==> src/rtl/b200_io_mode_ctrl_pkg.sv <==
// Shared definitions for the SISO/MIMO mode-switch sequencer: FSM state
// encoding, error codes and a small sizing helper.
package b200_io_mode_ctrl_pkg;

  typedef enum logic [2:0] {
    IDLE    = 3'd0,
    QUIESCE = 3'd1,
    SWITCH  = 3'd2,
    SETTLE  = 3'd3,
    HBCHECK = 3'd4,
    RELEASE = 3'd5,
    ERR     = 3'd6
  } state_t;

  localparam logic [1:0] ERR_NONE    = 2'd0;
  localparam logic [1:0] ERR_QUIESCE = 2'd1;
  localparam logic [1:0] ERR_HB      = 2'd2;

  // Largest of three values; used to size the shared cycle counter.
  function automatic int max3(input int a, input int b, input int c);
    int m;
    m = (a > b) ? a : b;
    return (m > c) ? m : c;
  endfunction

endpackage

==> src/rtl/b200_hb_sync.sv <==
// Brings an asynchronous heartbeat into the clk domain with a 2-flop
// synchronizer and flags every transition with a third edge-detect flop.
module b200_hb_sync (
  input  logic clk,
  input  logic reset,
  input  logic async_in,
  output logic sync_out,
  output logic edge_out
);

  logic sync1_q, sync1_d;
  logic sync2_q, sync2_d;
  logic sync3_q, sync3_d;

  // Shift the raw heartbeat through the synchronizer chain.
  always_comb begin
    sync1_d = async_in;
    sync2_d = sync1_q;
    sync3_d = sync2_q;
  end

  // Synchronizer and edge-detect registers, cleared on reset.
  always_ff @(posedge clk) begin
    if (reset) begin
      sync1_q <= 1'b0;
      sync2_q <= 1'b0;
      sync3_q <= 1'b0;
    end else begin
      sync1_q <= sync1_d;
      sync2_q <= sync2_d;
      sync3_q <= sync3_d;
    end
  end

  assign sync_out = sync2_q;
  assign edge_out = sync2_q ^ sync3_q;

endmodule

==> src/rtl/b200_io_mode_ctrl.sv <==
// Sequencer owning the AD9361 SISO/MIMO select. A mode change quiesces the
// radios, flips mimo, waits for the radio_clk mux to settle, proves
// radio_clk is alive through the heartbeat, then releases the radios.
//
// Request handshake: mode_req_stb is a one-cycle strobe with mode_req_mimo
// valid alongside it; there is no ready. A strobe taken in IDLE or ERR is
// accepted; a strobe while busy is discarded and answered by a one-cycle
// req_dropped pulse on the following cycle.
module b200_io_mode_ctrl
  import b200_io_mode_ctrl_pkg::*;
#(
  parameter int SETTLE_CYCLES   = 256,
  parameter int HB_EDGES        = 8,
  parameter int QUIESCE_TIMEOUT = 4096,
  parameter int HB_TIMEOUT      = 65535
) (
  input  logic       clk,
  input  logic       reset,
  input  logic       mode_req_stb,
  input  logic       mode_req_mimo,
  input  logic       radio_idle,
  input  logic       radio_hb,
  output logic       mimo,
  output logic       radio_hold,
  output logic       busy,
  output logic       done_stb,
  output logic       error,
  output logic [1:0] err_code,
  output logic       req_dropped
);

  localparam int CNT_W  = $clog2(max3(SETTLE_CYCLES, QUIESCE_TIMEOUT, HB_TIMEOUT) + 1);
  localparam int EDGE_W = $clog2(HB_EDGES + 1);

  localparam logic [CNT_W-1:0]  Q_LAST   = CNT_W'(QUIESCE_TIMEOUT - 1);
  localparam logic [CNT_W-1:0]  S_LAST   = CNT_W'(SETTLE_CYCLES - 1);
  localparam logic [CNT_W-1:0]  H_LAST   = CNT_W'(HB_TIMEOUT - 1);
  localparam logic [EDGE_W-1:0] EDGE_MAX = EDGE_W'(HB_EDGES);

  state_t              state_q, state_d;
  logic [CNT_W-1:0]    cnt_q, cnt_d;
  logic [EDGE_W-1:0]   edge_cnt_q, edge_cnt_d;
  logic [EDGE_W-1:0]   edge_sum;
  logic                target_q, target_d;
  logic                mimo_q, mimo_d;
  logic                hold_q, hold_d;
  logic                done_q, done_d;
  logic                error_q, error_d;
  logic [1:0]          err_code_q, err_code_d;
  logic                drop_q, drop_d;
  logic                busy_w;
  logic                hb_sync;
  logic                hb_edge;

  b200_hb_sync u_hb_sync (
    .clk      (clk),
    .reset    (reset),
    .async_in (radio_hb),
    .sync_out (hb_sync),
    .edge_out (hb_edge)
  );

  // Idle and error are the only states that accept a new request.
  assign busy_w = (state_q != IDLE) && (state_q != ERR);

  // Next-state and output decode for the mode-switch sequence.
  always_comb begin
    state_d    = state_q;
    cnt_d      = cnt_q;
    edge_cnt_d = edge_cnt_q;
    target_d   = target_q;
    mimo_d     = mimo_q;
    hold_d     = hold_q;
    done_d     = 1'b0;
    error_d    = error_q;
    err_code_d = err_code_q;
    drop_d     = mode_req_stb && busy_w;
    edge_sum   = edge_cnt_q + EDGE_W'(hb_edge);

    unique case (state_q)
      IDLE: begin
        if (mode_req_stb) begin
          if (mode_req_mimo == mimo_q) begin
            done_d = 1'b1;
          end else begin
            target_d = mode_req_mimo;
            hold_d   = 1'b1;
            cnt_d    = '0;
            state_d  = QUIESCE;
          end
        end
      end
      QUIESCE: begin
        // radio_idle is checked first so it wins over a coincident timeout.
        if (radio_idle) begin
          state_d = SWITCH;
        end else if (cnt_q == Q_LAST) begin
          state_d    = ERR;
          error_d    = 1'b1;
          err_code_d = ERR_QUIESCE;
        end else begin
          cnt_d = cnt_q + 1'b1;
        end
      end
      SWITCH: begin
        mimo_d  = target_q;
        cnt_d   = '0;
        state_d = SETTLE;
      end
      SETTLE: begin
        if (cnt_q == S_LAST) begin
          cnt_d      = '0;
          edge_cnt_d = '0;
          state_d    = HBCHECK;
        end else begin
          cnt_d = cnt_q + 1'b1;
        end
      end
      HBCHECK: begin
        // Reaching the edge target wins over a coincident timeout.
        if (edge_sum == EDGE_MAX) begin
          state_d = RELEASE;
        end else if (cnt_q == H_LAST) begin
          state_d    = ERR;
          error_d    = 1'b1;
          err_code_d = ERR_HB;
        end else begin
          cnt_d      = cnt_q + 1'b1;
          edge_cnt_d = edge_sum;
        end
      end
      RELEASE: begin
        hold_d  = 1'b0;
        done_d  = 1'b1;
        state_d = IDLE;
      end
      ERR: begin
        // Radios stay held; any request restarts a full sequence.
        if (mode_req_stb) begin
          error_d    = 1'b0;
          err_code_d = ERR_NONE;
          target_d   = mode_req_mimo;
          cnt_d      = '0;
          state_d    = QUIESCE;
        end
      end
      default: begin
        state_d = IDLE;
      end
    endcase
  end

  // State, counters and registered outputs; reset returns to SISO, unheld.
  always_ff @(posedge clk) begin
    if (reset) begin
      state_q    <= IDLE;
      cnt_q      <= '0;
      edge_cnt_q <= '0;
      target_q   <= 1'b0;
      mimo_q     <= 1'b0;
      hold_q     <= 1'b0;
      done_q     <= 1'b0;
      error_q    <= 1'b0;
      err_code_q <= ERR_NONE;
      drop_q     <= 1'b0;
    end else begin
      state_q    <= state_d;
      cnt_q      <= cnt_d;
      edge_cnt_q <= edge_cnt_d;
      target_q   <= target_d;
      mimo_q     <= mimo_d;
      hold_q     <= hold_d;
      done_q     <= done_d;
      error_q    <= error_d;
      err_code_q <= err_code_d;
      drop_q     <= drop_d;
    end
  end

  assign mimo        = mimo_q;
  assign radio_hold  = hold_q;
  assign busy        = busy_w;
  assign done_stb    = done_q;
  assign error       = error_q;
  assign err_code    = err_code_q;
  assign req_dropped = drop_q;

endmodule

==> config.mk <==
export PLATFORM = sky130hd
export DESIGN_NAME = b200_io_mode_ctrl
export DESIGN_NICKNAME = d
export VERILOG_FILES = /design/src/rtl/b200_io_mode_ctrl_pkg.sv /design/src/rtl/b200_hb_sync.sv /design/src/rtl/b200_io_mode_ctrl.sv
export SDC_FILE = /design/constraint.sdc
export NUM_CORES = 1
export LEC_CHECK = 0
export BUFFER_PORTS_ARGS = -buffer_cell sky130_fd_sc_hd__buf_2
export CORE_ASPECT_RATIO = 0.75
export CORE_MARGIN = 1
export CORE_UTILIZATION = 40
export DETAILED_ROUTE_END_ITERATION = 10
export GPL_TIMING_DRIVEN = 0
export HOLD_SLACK_MARGIN = 0.1
export MAX_ROUTING_LAYER = met4
export PLACE_DENSITY_LB_ADDON = 0.2
export SYNTH_ARGS = -nofsm -noshare
export SYNTH_HDL_FRONTEND = slang
export SYNTH_SLANG_ARGS = --single-unit
==> constraint.sdc <==
create_clock -name clk -period 2.9 [get_ports clk]
set_input_delay 0.145 -clock clk [delete_from_list [all_inputs] [get_ports clk]]
set_output_delay 0.145 -clock clk [all_outputs]
set_load 0.1 [all_outputs]
# Word-level counts from Yosys, hierarchy flattened
# Cells that the tools add are included.
# Widths: inputs -> output; s select.
dict set report classes {
  n_addsub 2
  eq_ne 24
  mux 44
  bitwise 1
  reduce_logical 15
}
# cell count
set op_table {}
lappend op_table {{$mux 16} 8}
lappend op_table {{$pmux 16 s6} 1}
lappend op_table {{$mux 3} 8}
lappend op_table {{$ne 2x2->1 const B} 10}
lappend op_table {{$pmux 3 s6} 1}
lappend op_table {{$add 16x1->16 const B} 1}
lappend op_table {{$eq 16x12->1 const B} 1}
lappend op_table {{$eq 16x16->1 const B} 1}
lappend op_table {{$eq 16x8->1 const B} 1}
lappend op_table {{$mux 1} 12}
lappend op_table {{$mux 4} 3}
lappend op_table {{$reduce_and 6->1} 2}
lappend op_table {{$mux 2} 5}
lappend op_table {{$eq 3x3->1 const B} 3}
lappend op_table {{$ne 3x3->1 const B} 3}
lappend op_table {{$pmux 4 s2} 1}
lappend op_table {{$reduce_and 4->1} 2}
lappend op_table {{$reduce_and 8->1} 1}
lappend op_table {{$eq 3x2->1 const B} 2}
lappend op_table {{$pmux 1 s2} 3}
lappend op_table {{$pmux 2 s3} 1}
lappend op_table {{$reduce_bool 2->1} 3}
lappend op_table {{$reduce_bool 3->1} 2}
lappend op_table {{$reduce_bool 6->1} 1}
lappend op_table {{other kinds (9)} 10}
dict set report totals {
  register_bits 34
  inputBits 6
}

# Depth between registers and ports, before layout
# Gate-level depths: netlist (run 1).
dict set report depth {
  ltp_word 5
  depth_mapped 10
}

# Modules after synthesis
# Synthesis (run 1) repeated with hierarchy kept, for this count alone.
dict set report unflattened {
  hier_cells 228
  hier_area_um2 1864.3
}
# module instances cells_per_inst area_per_inst_um2 seq_area_each_um2
set modules_own_cells {}
lappend modules_own_cells {b200_io_mode_ctrl 1 221 1776.7 620.6}
lappend modules_own_cells {b200_hb_sync 1 7 87.6 60.1}

# Worst setup path before layout (run 1)
# OpenSTA, ideal clock, no wires.
dict set report synth_timing {
  path_type {register to register}
  startpoint {register state_q[1]}
  endpoint {register target_q}
  t_arrival_ps 2617
  path_slack_ps 155
  stages_incl_launch_ff 8
  path_buffers 2
  period_less_slack_ps 2745
  cell_sequence {dfxtp_1 > buf_6 > clkbuf_1 > and2_1 > o21bai_1 > nor2_1 > mux2i_1 > nor2_1}
}
dict set report synth_via {
  elab_chain_len 3
  elab_cells_between_ends 8
  classes_between {eq/ne (4); mux (1); reduce/logical (3)}
}
# item line
set synth_lines {}
lappend synth_lines {{from (decl)} b200_io_mode_ctrl.sv:40} ;# state_t state_q, state_d;
lappend synth_lines {{from (signal assigned)} b200_io_mode_ctrl.sv:167} ;# state_q <= state_d;
lappend synth_lines {{$eq 3x3->1 or $logic_not 3->1 (tied branches)} b200_io_mode_ctrl.sv:80} ;# unique case (state_q)
lappend synth_lines {{$ne 2x2->1 (no line) or $reduce_bool 2->1 (tied branches)} n/a}
lappend synth_lines {{$reduce_and 4->1 (no line)} n/a}
lappend synth_lines {{to (signal assigned)} b200_io_mode_ctrl.sv:170} ;# target_q <= target_d;
lappend synth_lines {{to (decl)} b200_io_mode_ctrl.sv:44} ;# logic target_q, target_d;
# Several ways; a longest one is shown, not always the timed one.
# A chain may end at the register's enable or synchronous reset.

# Final worst setup path (run 1)
dict set report layout_timing {
  startpoint {register u_hb_sync.sync3_q}
  endpoint {register cnt_q[11]}
}
dict set report layout_via {
  elab_chain_len 5
}
# item line
set layout_lines {}
lappend layout_lines {{from (decl)} b200_hb_sync.sv:13} ;# logic sync3_q, sync3_d;
lappend layout_lines {{from (signal assigned)} b200_hb_sync.sv:31} ;# sync3_q <= sync3_d;
lappend layout_lines {{$xor 1x1->1} b200_hb_sync.sv:36} ;# assign edge_out = sync2_q ^ sync3_q;
lappend layout_lines {{$add 4x1->4} b200_io_mode_ctrl.sv:78} ;# edge_sum = edge_cnt_q + EDGE_W'(hb_edge);
lappend layout_lines {{$eq 4x4->1} b200_io_mode_ctrl.sv:121} ;# if (edge_sum == EDGE_MAX) begin
lappend layout_lines {{$ne 2x2->1 (no line)} n/a}
lappend layout_lines {{$reduce_and 8->1 (no line)} n/a}
lappend layout_lines {{to (signal assigned)} b200_io_mode_ctrl.sv:168} ;# cnt_q <= cnt_d;
lappend layout_lines {{to (decl)} b200_io_mode_ctrl.sv:41} ;# logic [CNT_W-1:0] cnt_q, cnt_d;
# Every way passes these cells.

==> impl_metrics.env, run 1 <==
export IMPL_gp_congestion=0.874
export IMPL_crit_path_end_kind="flop"
export IMPL_cts_buffer_depth=2
export IMPL_final_common_cell="dfxtp_1"
export IMPL_post_synth_inst_count=235
export IMPL_die_w_microns=84.4
export IMPL_yosysTopAreaCellShare=0.334
export IMPL_syn_nets=245
export IMPL_io_buffers=13
export IMPL_synth_area_leaders="dfxtp_1, nor2_1, a21oi_1, o21ai_0, buf_6"
export IMPL_rsz0062_at_grt="no"
export IMPL_worstPathRequired_ns=3.12
export IMPL_cts_buffers=5
export IMPL_h_tree_depth=2
export IMPL_reg2reg_from="u_hb_sync.sync3_q"
export IMPL_min_path_type="input port to flop"
export IMPL_hold_viol_final=0
export IMPL_whs_endpoint="target_q"
export IMPL_ys_seq_elements=34
export IMPL_antenna_found_initial=0
export IMPL_period_minus_slack_ns=2.56
export IMPL_initial_core_util=0.416
export IMPL_insertion_delay_ns=0.29
export IMPL_slowest_delay_ns=0.47
export IMPL_ys_seq_area_frac=0.334
export IMPL_worst_ir_drop_vdd_mv=0.350
export IMPL_hold_depth=3
export IMPL_min_period_over_period=0.884
export IMPL_clk_pin_slew_ns=0.07
export IMPL_fp_row_count=22
export IMPL_fin_nets=266
export IMPL_numClockSinks=34
export IMPL_ys_types=57
export IMPL_final_cell_mix="dfxtp_1, nor2_1, a21oi_1"
export IMPL_synth_area_per_cell_sq_um=8.67
export IMPL_first_global_vias=1622
export IMPL_worstSetupPathType="flop to flop"
export IMPL_drt_iter0_drc=94
export IMPL_dieArea_sq_mm=0.00538
export IMPL_die_h_microns=63.8
export IMPL_yosysWarnings=0
export IMPL_tightestPinTransition_ns=0.765
export IMPL_dpl_hpwl_microns=3450
export IMPL_r2r_cells=10
export IMPL_ios=14
export IMPL_r2r_end="cnt_q[11]"
export IMPL_overflow=0
export IMPL_drc=0
export IMPL_timing_fmax_ghz=0.390
export IMPL_path_cells="xor2_1, ha_1, ha_1, xnor2_1, nand3_1, o22ai_4, or3_4, buf_6, or4_1, a21oi_1"
export IMPL_area_delta_synth_final_pct=11.4
export IMPL_outcome="finished clean"
export IMPL_wl_per_cell_microns=14.7
export IMPL_grt_max_degree=11
export IMPL_cp_start_kind="flop"
export IMPL_track_usage=0.196
export IMPL_r2r_slack_ns=0.34
export IMPL_num_antenna_cells=0
export IMPL_vias=1745
export IMPL_antenna_left=0
export IMPL_drtPass1Iterations=4
export IMPL_slew_headroom=0.485
export IMPL_crit_arrival_ns=2.79
export IMPL_via_per_inst=5.54
export IMPL_finClkSkew_ns=0.00478
export IMPL_final_util=0.463
export IMPL_synth_area_sq_mm=0.00204
export IMPL_finalSetupViolCount=0
export IMPL_slew_violations=0
export IMPL_drv_cap=0
export IMPL_slowest_stage="or4_1"
export IMPL_finalSetupTns_ns=0
export IMPL_drive_above_1_share=0.180
export IMPL_cts_resized=0
export IMPL_clock_root_buffer="clkbuf_8"
export IMPL_grt_pass1_wl_microns=7950
export IMPL_powerDensity_mw_per_mm2=611
export IMPL_synth_area_leader_cell="dfxtp_1"
export IMPL_path_common_cell="ha_1"
export IMPL_leakage_nw=0.805
export IMPL_wirelength_microns=4650
export IMPL_min_from="mode_req_mimo"
export IMPL_tritoncts="yes"
export IMPL_core_area_sq_mm=0.00490
export IMPL_crit_fanout=10
-- timing repair --
action	in CTS	in global routing
buffers inserted	0	0
endpoints found under the hold margin	1	0
hold buffers	1	0
setup endpoints to repair	0	0
-- state kept, by name (all words and copies together) (netlist names), 2 cells and up --
name / flops
state_q: 3
edge_cnt_q: 4
cnt_q: 16
err_code: 2
-- worst max path at each step --
stage	start	to	cells after the start
global route	u_hb_sync.sync3_q	cnt_q[8]	10
global placement	u_hb_sync.sync3_q	cnt_q[11]	10
finish	u_hb_sync.sync3_q	cnt_q[11]	10
CTS	u_hb_sync.sync3_q	cnt_q[11]	10
floorplan	state_q[1]	target_q	7
detailed placement	u_hb_sync.sync3_q	cnt_q[11]	10
-- where the power goes --
part	switching (W)	internal, W	total, W
Clock	0.000166	0.000183	0.000349
Combinational	0.000351	0.000151	0.000503
Sequential	0.0000333	0.000501	0.000534
Total	0.000550	0.000836	0.00139
-- cells by family after synthesis --
| group | count (synthesis) | share of synthesized area |
|---|---|---|
| compound gates | 60 | 0.197 |
| xor+xnor | 8 | 0.0381 |
| fa+ha+maj | 4 | 0.0246 |
| buf+inv | 17 | 0.0504 |
| flops | 34 | 0.334 |
| mux | 6 | 0.0301 |
| simple gates | 106 | 0.326 |
-- stage by stage --
stage          setup WS, ns  area, sq um  cells  hold WS (ns)  total power [W]
6_report              0.335         2270    315         0.137          0.00139
5_1_grt               0.188         2270    315         0.151          0.00146
4_1_cts               0.334         2270    315         0.129          0.00140
3_5_place_dp          0.370         2180    308         0.377          0.00105
3_3_place_gp          0.372         2180    308         0.354          0.00104
2_1_floorplan         0.155         2040    235         0.273         0.000947
-- per-layer routing --
metal | part of all wire | wire [microns] | vias to the layer above | global-route usage
met3 | 0.043 | 202 | 7 | 0.0426
met1 | 0.54 | 2520 | 799 | 0.286
met2 | 0.40 | 1860 | 34 | 0.263
li1 | - | - | 905 | -
met5 | 0 | 0 | - | -
met4 | 0.014 | 63 | 0 | 0.0720
-- worst max-delay path, delay by kind of cell (launching register included) --
family,cells,cell delay [ns]
fa+ha+maj,2,0.43
buf+inv,1,0.14
xor+xnor,2,0.30
simple gates,3,1.03
flops,1,0.31
compound gates,2,0.27
-- layout make-up --
class,count,area (sq um)
fillers,505,2630
flip-flops and latches,34,681
repair buffers,14,75.1
inverters,6,22.5
well taps,60,75.1
multi-input cells,184,1250
plain buffers,11,80.1
clock buffers,6,82.6
-- Yosys cell counts (all sizes together) --
library cell	number
nor3	2
o21ba	1
o21a	1
or4b	3
a21o	1
a32o	2
buf	6
nand2	12
o21bai	1
a21oi	20
xor2	2
and2	3
nand3	13
a31oi	3
a221oi	1
mux2i	5
a2111oi	1
nor2b	8
ha	4
mux2	1
o211a	1
a211oi	7
nand3b	1
inv	6
nor3b	1
clkbuf	5
or3	5
o31ai	2
nand2b	5
nand4	4
nor4	8
a311oi	2
or3b	1
o21ai	14
and4b	1
a211o	1
and3	3
o41ai	1
o22ai	1
xnor2	6
nor4b	2
or4	2
dfxtp	34
nor2	32
No activity file was read; power rests on OpenSTA's default activity.
==> inputs of run 2 (changes only) <==
--- a/config.mk
+++ b/config.mk
@@ -10,3 +10,3 @@
 export CORE_MARGIN = 1
-export CORE_UTILIZATION = 40
+export CORE_UTILIZATION = 35
 export DETAILED_ROUTE_END_ITERATION = 10
--- a/constraint.sdc
+++ b/constraint.sdc
@@ -3,2 +3,2 @@
 set_output_delay 0.145 -clock clk [all_outputs]
-set_load 0.1 [all_outputs]
+set_load 0.01 [all_outputs]
==> impl_metrics.env, run 2 (synthesis gave the netlist of run 1 again) <==
export IMPL_outcome="finished clean"
export IMPL_r2r_cells=10
export IMPL_die_w_microns=90.1
export IMPL_overflow=0
export IMPL_hold_viol_final=0
export IMPL_cp_start_kind="flop"
export IMPL_antenna_left=0
export IMPL_grt_pass1_wl_microns=8180
export IMPL_num_antenna_cells=0
export IMPL_power_frac_comb=0.298
export IMPL_area_delta_synth_final_pct=12.3
export IMPL_wirelength_microns=4780
export IMPL_crit_arrival_ns=2.78
export IMPL_powerDensity_mw_per_mm2=554
export IMPL_crit_path_end_kind="flop"
export IMPL_fin_nets=266
export IMPL_insertion_delay_ns=0.29
export IMPL_antenna_found_initial=0
export IMPL_h_tree_depth=2
export IMPL_finalSetupTns_ns=0
export IMPL_core_area_sq_mm=0.00547
export IMPL_io_buffers=13
export IMPL_fillCellCount=585
export IMPL_switching_share=0.341
export IMPL_path_depth=10
export IMPL_period_minus_slack_ns=2.56
export IMPL_worstPathRequired_ns=3.13
export IMPL_first_global_vias=1633
export IMPL_final_cell_mix="dfxtp_1, nor2_1, a21oi_1"
export IMPL_rsz0062_at_grt="no"
export IMPL_worstSetupPathType="flop to flop"
export IMPL_wl_per_cell_microns=14.5
export IMPL_track_usage=0.176
export IMPL_power_frac_clock=0.281
export IMPL_path_cells="xor2_1, ha_1, ha_1, xnor2_1, nand3_1, o22ai_4, or3_4, buf_6, or4_1, a21oi_1"
export IMPL_dpl_hpwl_microns=3490
export IMPL_p_int_w=0.000835
export IMPL_tightestPinTransition_ns=0.750
export IMPL_cts_buffer_depth=2
export IMPL_slew_headroom=0.495
export IMPL_grt_max_degree=11
export IMPL_fp_row_count=23
export IMPL_drtPass1Iterations=4
export IMPL_leakage_nw=0.805
export IMPL_final_common_cell="dfxtp_1"
export IMPL_ios=14
export IMPL_hold_depth=3
export IMPL_power_net_switching_w=0.000432
export IMPL_drv_cap=0
export IMPL_gp_congestion=0.839
export IMPL_path_common_cell="ha_1"
export IMPL_cts_buffers=5
export IMPL_dieArea_sq_mm=0.00613
export IMPL_drive_above_1_share=0.180
export IMPL_finClkSkew_ns=0.00484
export IMPL_worst_ir_drop_vdd_mv=0.239
export IMPL_slowest_stage="or4_1"
export IMPL_min_path_type="input port to flop"
export IMPL_slew_violations=0
export IMPL_regMostFlops="cnt_q"
export IMPL_numClockSinks=34
export IMPL_die_h_microns=68.1
export IMPL_clock_root_buffer="clkbuf_8"
export IMPL_power_frac_seq=0.421
export IMPL_initial_core_util=0.373
export IMPL_placed_area_sq_mm=0.00220
export IMPL_clk_pin_slew_ns=0.07
export IMPL_via_per_inst=5.32
export IMPL_critPathBufInv=1
export IMPL_tritoncts="yes"
export IMPL_drc=0
export IMPL_drt_iter0_drc=89
export IMPL_cp_top_family="simple AND/OR/NAND/NOR gates"
export IMPL_min_period_over_period=0.881
export IMPL_finalSetupViolCount=0
export IMPL_top_regs="cnt_q: 16 flops, edge_cnt_q: 4 flops, state_q: 3 flops"
export IMPL_largest_reg_flops=16
export IMPL_slowest_delay_ns=0.46
export IMPL_timing_fmax_ghz=0.391
export IMPL_vias=1755
export IMPL_crit_fanout=10
export IMPL_final_cell_area_sq_mm=0.00229
[run 2: cell counts in the layout (fill, tap and decap cells not counted)]
Identical to the previous run, type by type.
[run 2: layout make-up]
cell class / count / area (sq um) / share of cell area
well taps: 75 / 93.8 / 0.0410
inverters: 6 / 22.5 / 0.00984
plain buffers: 11 / 80.1 / 0.0350
flip-flops and latches: 34 / 681 / 0.297
clock buffers: 6 / 82.6 / 0.0361
repair buffers: 14 / 75.1 / 0.0328
multi-input cells: 184 / 1250 / 0.548
[run 2: worst paths after layout]
| path | endpoint | start | slack, ns |
|---|---|---|---|
| max | cnt_q[11] | u_hb_sync.sync3_q | 0.34 |
| min | target_q | mode_req_mimo | 0.12 |
| max reg2reg | cnt_q[11] | u_hb_sync.sync3_q | 0.34 |
| min reg2reg | u_hb_sync.sync_out | u_hb_sync.sync1_q | 0.44 |
[run 2: timing repair]
| action | CTS | global route |
|---|---|---|
| gates resized for setup | 0 | 0 |
| setup buffers | 0 | 0 |
| hold buffers | 1 | 0 |
| endpoints found under the setup margin | 0 | 0 |
| hold endpoints to repair | 1 | 0 |
[run 2: power groups by stage]
stage / clock [W] / sequential (W) / combinational [W]
2_1_floorplan: 0 / 0.000545 / 0.000277
3_3_place_gp: 0 / 0.000544 / 0.000374
3_5_place_dp: 0 / 0.000544 / 0.000373
4_1_cts: 0.000368 / 0.000533 / 0.000379
5_1_grt: 0.000390 / 0.000539 / 0.000424
6_report: 0.000356 / 0.000534 / 0.000378
[run 2: metrics by stage]
step | utilization | worst slack (ns) | power [W] | hold WS (ns) | std cells
6_report | 0.419 | 0.345 | 0.00127 | 0.121 | 330
5_1_grt | 0.419 | 0.171 | 0.00135 | 0.178 | 330
4_1_cts | 0.419 | 0.334 | 0.00128 | 0.118 | 330
3_5_place_dp | 0.402 | 0.365 | 0.000918 | 0.360 | 323
3_3_place_gp | 0.402 | 0.352 | 0.000918 | 0.353 | 323
2_1_floorplan | - | 0.505 | 0.000822 | 0.273 | 235
[run 2: routing by layer]
metal  global-route usage  share of wire
met3               0.0344          0.051
met2                0.247           0.39
met5                    -              0
met1                0.252           0.55
met4               0.0544         0.0088
[run 2: worst reg2reg max path: stages, from the launching register on]
cell and delay [ns]:
dfxtp_1 0.32, xor2_1 0.16, ha_1 0.21, ha_1 0.22, xnor2_1 0.16, nand3_1 0.14, o22ai_4 0.12, or3_4 0.42
buf_6 0.14, or4_1 0.46, a21oi_1 0.15
==> inputs of run 3 (changes only) <==
CORE_ASPECT_RATIO = 0.5   (was 0.75)
==> impl_metrics.env, run 3 (synthesis gave the netlist of run 1 again) <==
export IMPL_cts_buffers=5
export IMPL_wirelength_microns=4780
export IMPL_top_regs="cnt_q: 16 flops, edge_cnt_q: 4 flops, state_q: 3 flops"
export IMPL_finClkSkew_ns=0.00527
export IMPL_slowest_delay_ns=0.46
export IMPL_h_tree_depth=2
export IMPL_die_w_microns=110
export IMPL_tightestPinTransition_ns=0.814
export IMPL_area_delta_synth_final_pct=15.4
export IMPL_regMostFlops="cnt_q"
export IMPL_drtPass1Iterations=4
export IMPL_rsz0062_at_grt="no"
export IMPL_antenna_left=0
export IMPL_slew_violations=0
export IMPL_track_usage=0.177
export IMPL_fillCellCount=557
export IMPL_cts_setup_buffers=0
export IMPL_finalSetupViolCount=0
export IMPL_slowest_stage="or4_1"
export IMPL_cts_hold_fix_buffers=1
export IMPL_critPathBufInv=1
export IMPL_grt_max_degree=11
export IMPL_timing_fmax_ghz=0.394
export IMPL_vias=1799
export IMPL_initial_core_util=0.368
export IMPL_insertion_delay_ns=0.28
export IMPL_final_cell_mix="dfxtp_1, nor2_1, a21oi_1"
export IMPL_worstSetupPathType="flop to flop"
export IMPL_first_global_vias=1618
export IMPL_finalSetupTns_ns=0
export IMPL_core_area_sq_mm=0.00554
export IMPL_io_buffers=13
export IMPL_largest_reg_flops=16
export IMPL_gp_congestion=0.820
export IMPL_num_antenna_cells=0
export IMPL_antenna_found_initial=0
export IMPL_drive_above_1_share=0.183
export IMPL_crit_path_end_kind="flop"
export IMPL_regArea_sq_um=681
export IMPL_multi_input_area_sq_mm=0.00125
export IMPL_path_common_cell="ha_1"
export IMPL_cp_start_kind="flop"
export IMPL_crit_fanout=10
export IMPL_min_period_over_period=0.876
export IMPL_outcome="finished clean"
export IMPL_grt_pass1_wl_microns=7910
export IMPL_die_h_microns=55.9
export IMPL_fp_row_count=19
export IMPL_cts_buffer_depth=2
export IMPL_dpl_hpwl_microns=3500
export IMPL_leakage_nw=0.836
export IMPL_path_cells="xor2_1, ha_1, ha_1, xnor2_1, nand3_1, o22ai_4, or3_4, buf_6, or4_1, a21oi_1"
export IMPL_worstPathRequired_ns=3.11
export IMPL_worst_ir_drop_vdd_mv=0.321
export IMPL_clk_pin_slew_ns=0.05
export IMPL_hold_viol_final=0
export IMPL_via_per_inst=5.45
export IMPL_clock_root_buffer="clkbuf_16"
export IMPL_tritoncts="yes"
export IMPL_numClockSinks=34
export IMPL_drc=0
export IMPL_powerDensity_mw_per_mm2=616
export IMPL_cts_resized=0
export IMPL_placed_area_sq_mm=0.00219
export IMPL_slew_headroom=0.451
export IMPL_final_common_cell="dfxtp_1"
export IMPL_drv_cap=0
export IMPL_wl_per_cell_microns=14.5
export IMPL_period_minus_slack_ns=2.54
export IMPL_min_path_type="input port to flop"
export IMPL_ios=14
export IMPL_setup_slack_ns=0.359
export IMPL_dp_slack_ns=0.392
export IMPL_overflow=0
export IMPL_fin_nets=266
export IMPL_final_cell_area_sq_mm=0.00235
export IMPL_drt_iter0_drc=59
export IMPL_whs_ns=0.133
export IMPL_crit_arrival_ns=2.75
export IMPL_dieArea_sq_mm=0.00615
export IMPL_cp_top_family="simple AND/OR/NAND/NOR gates"
[run 3: cell types whose count changed in the layout (fill, tap and decap cells not counted), sizes merged]
cell / change
clkbuf: +1
clkinv: +1
[run 3: final cells by class]
type / count / area share
Tap cell: 73 / 0.0389
Sequential cell: 34 / 0.290
Clock buffer: 7 / 0.0607
Inverter: 6 / 0.00958
Clock inverter: 1 / 0.00213
Multi-Input combinational cell: 184 / 0.533
Buffer: 11 / 0.0341
Timing Repair Buffer: 14 / 0.0319
[run 3: power breakdown]
group / total, W / switching [W] / internal, W
Clock: 0.000537 / 0.000197 / 0.000340
Combinational: 0.000376 / 0.000226 / 0.000150
Sequential: 0.000535 / 0.0000336 / 0.000502
Total: 0.00145 / 0.000456 / 0.000992
[run 3: final timing paths]
| kind | startpoint | to | slack [ns] | cells past startpoint |
|---|---|---|---|---|
| worst max register to register | u_hb_sync.sync_out | cnt_q[11] | 0.36 | 10 |
| worst min register to register | u_hb_sync.sync1_q | u_hb_sync.sync_out | 0.44 | 1 |
| worst min-delay path | mode_req_mimo | target_q | 0.13 | 3 |
| worst max-delay path | u_hb_sync.sync_out | cnt_q[11] | 0.36 | 10 |
[run 3: stage by stage]
stage	util	power (W)	cells
global placement	0.396	0.000914	321
CTS	0.424	0.00146	330
floorplan	-	0.000822	235
detailed placement	0.396	0.000920	321
global route	0.424	0.00153	330
finish	0.424	0.00145	330
[run 3: worst reg2reg max path: cells and delay by family, from the launching register on]
kind / cells / cell delay [ns]
adder cells (fa/ha/maj): 2 / 0.44
AND/OR/NAND/NOR: 3 / 1.02
XOR/XNOR: 2 / 0.29
buffers and inverters: 1 / 0.14
AO/OA/AOI/OAI: 2 / 0.27
flip-flops: 1 / 0.31
[run 3: routing by layer]
layer,global-route usage,wire length (microns),share of wire,up-vias
met5,-,0,0,-
met3,0.0632,202,0.042,4
met2,0.264,2140,0.45,27
met1,0.232,2400,0.50,858
met4,0.0286,34,0.0071,0
li1,-,-,-,910
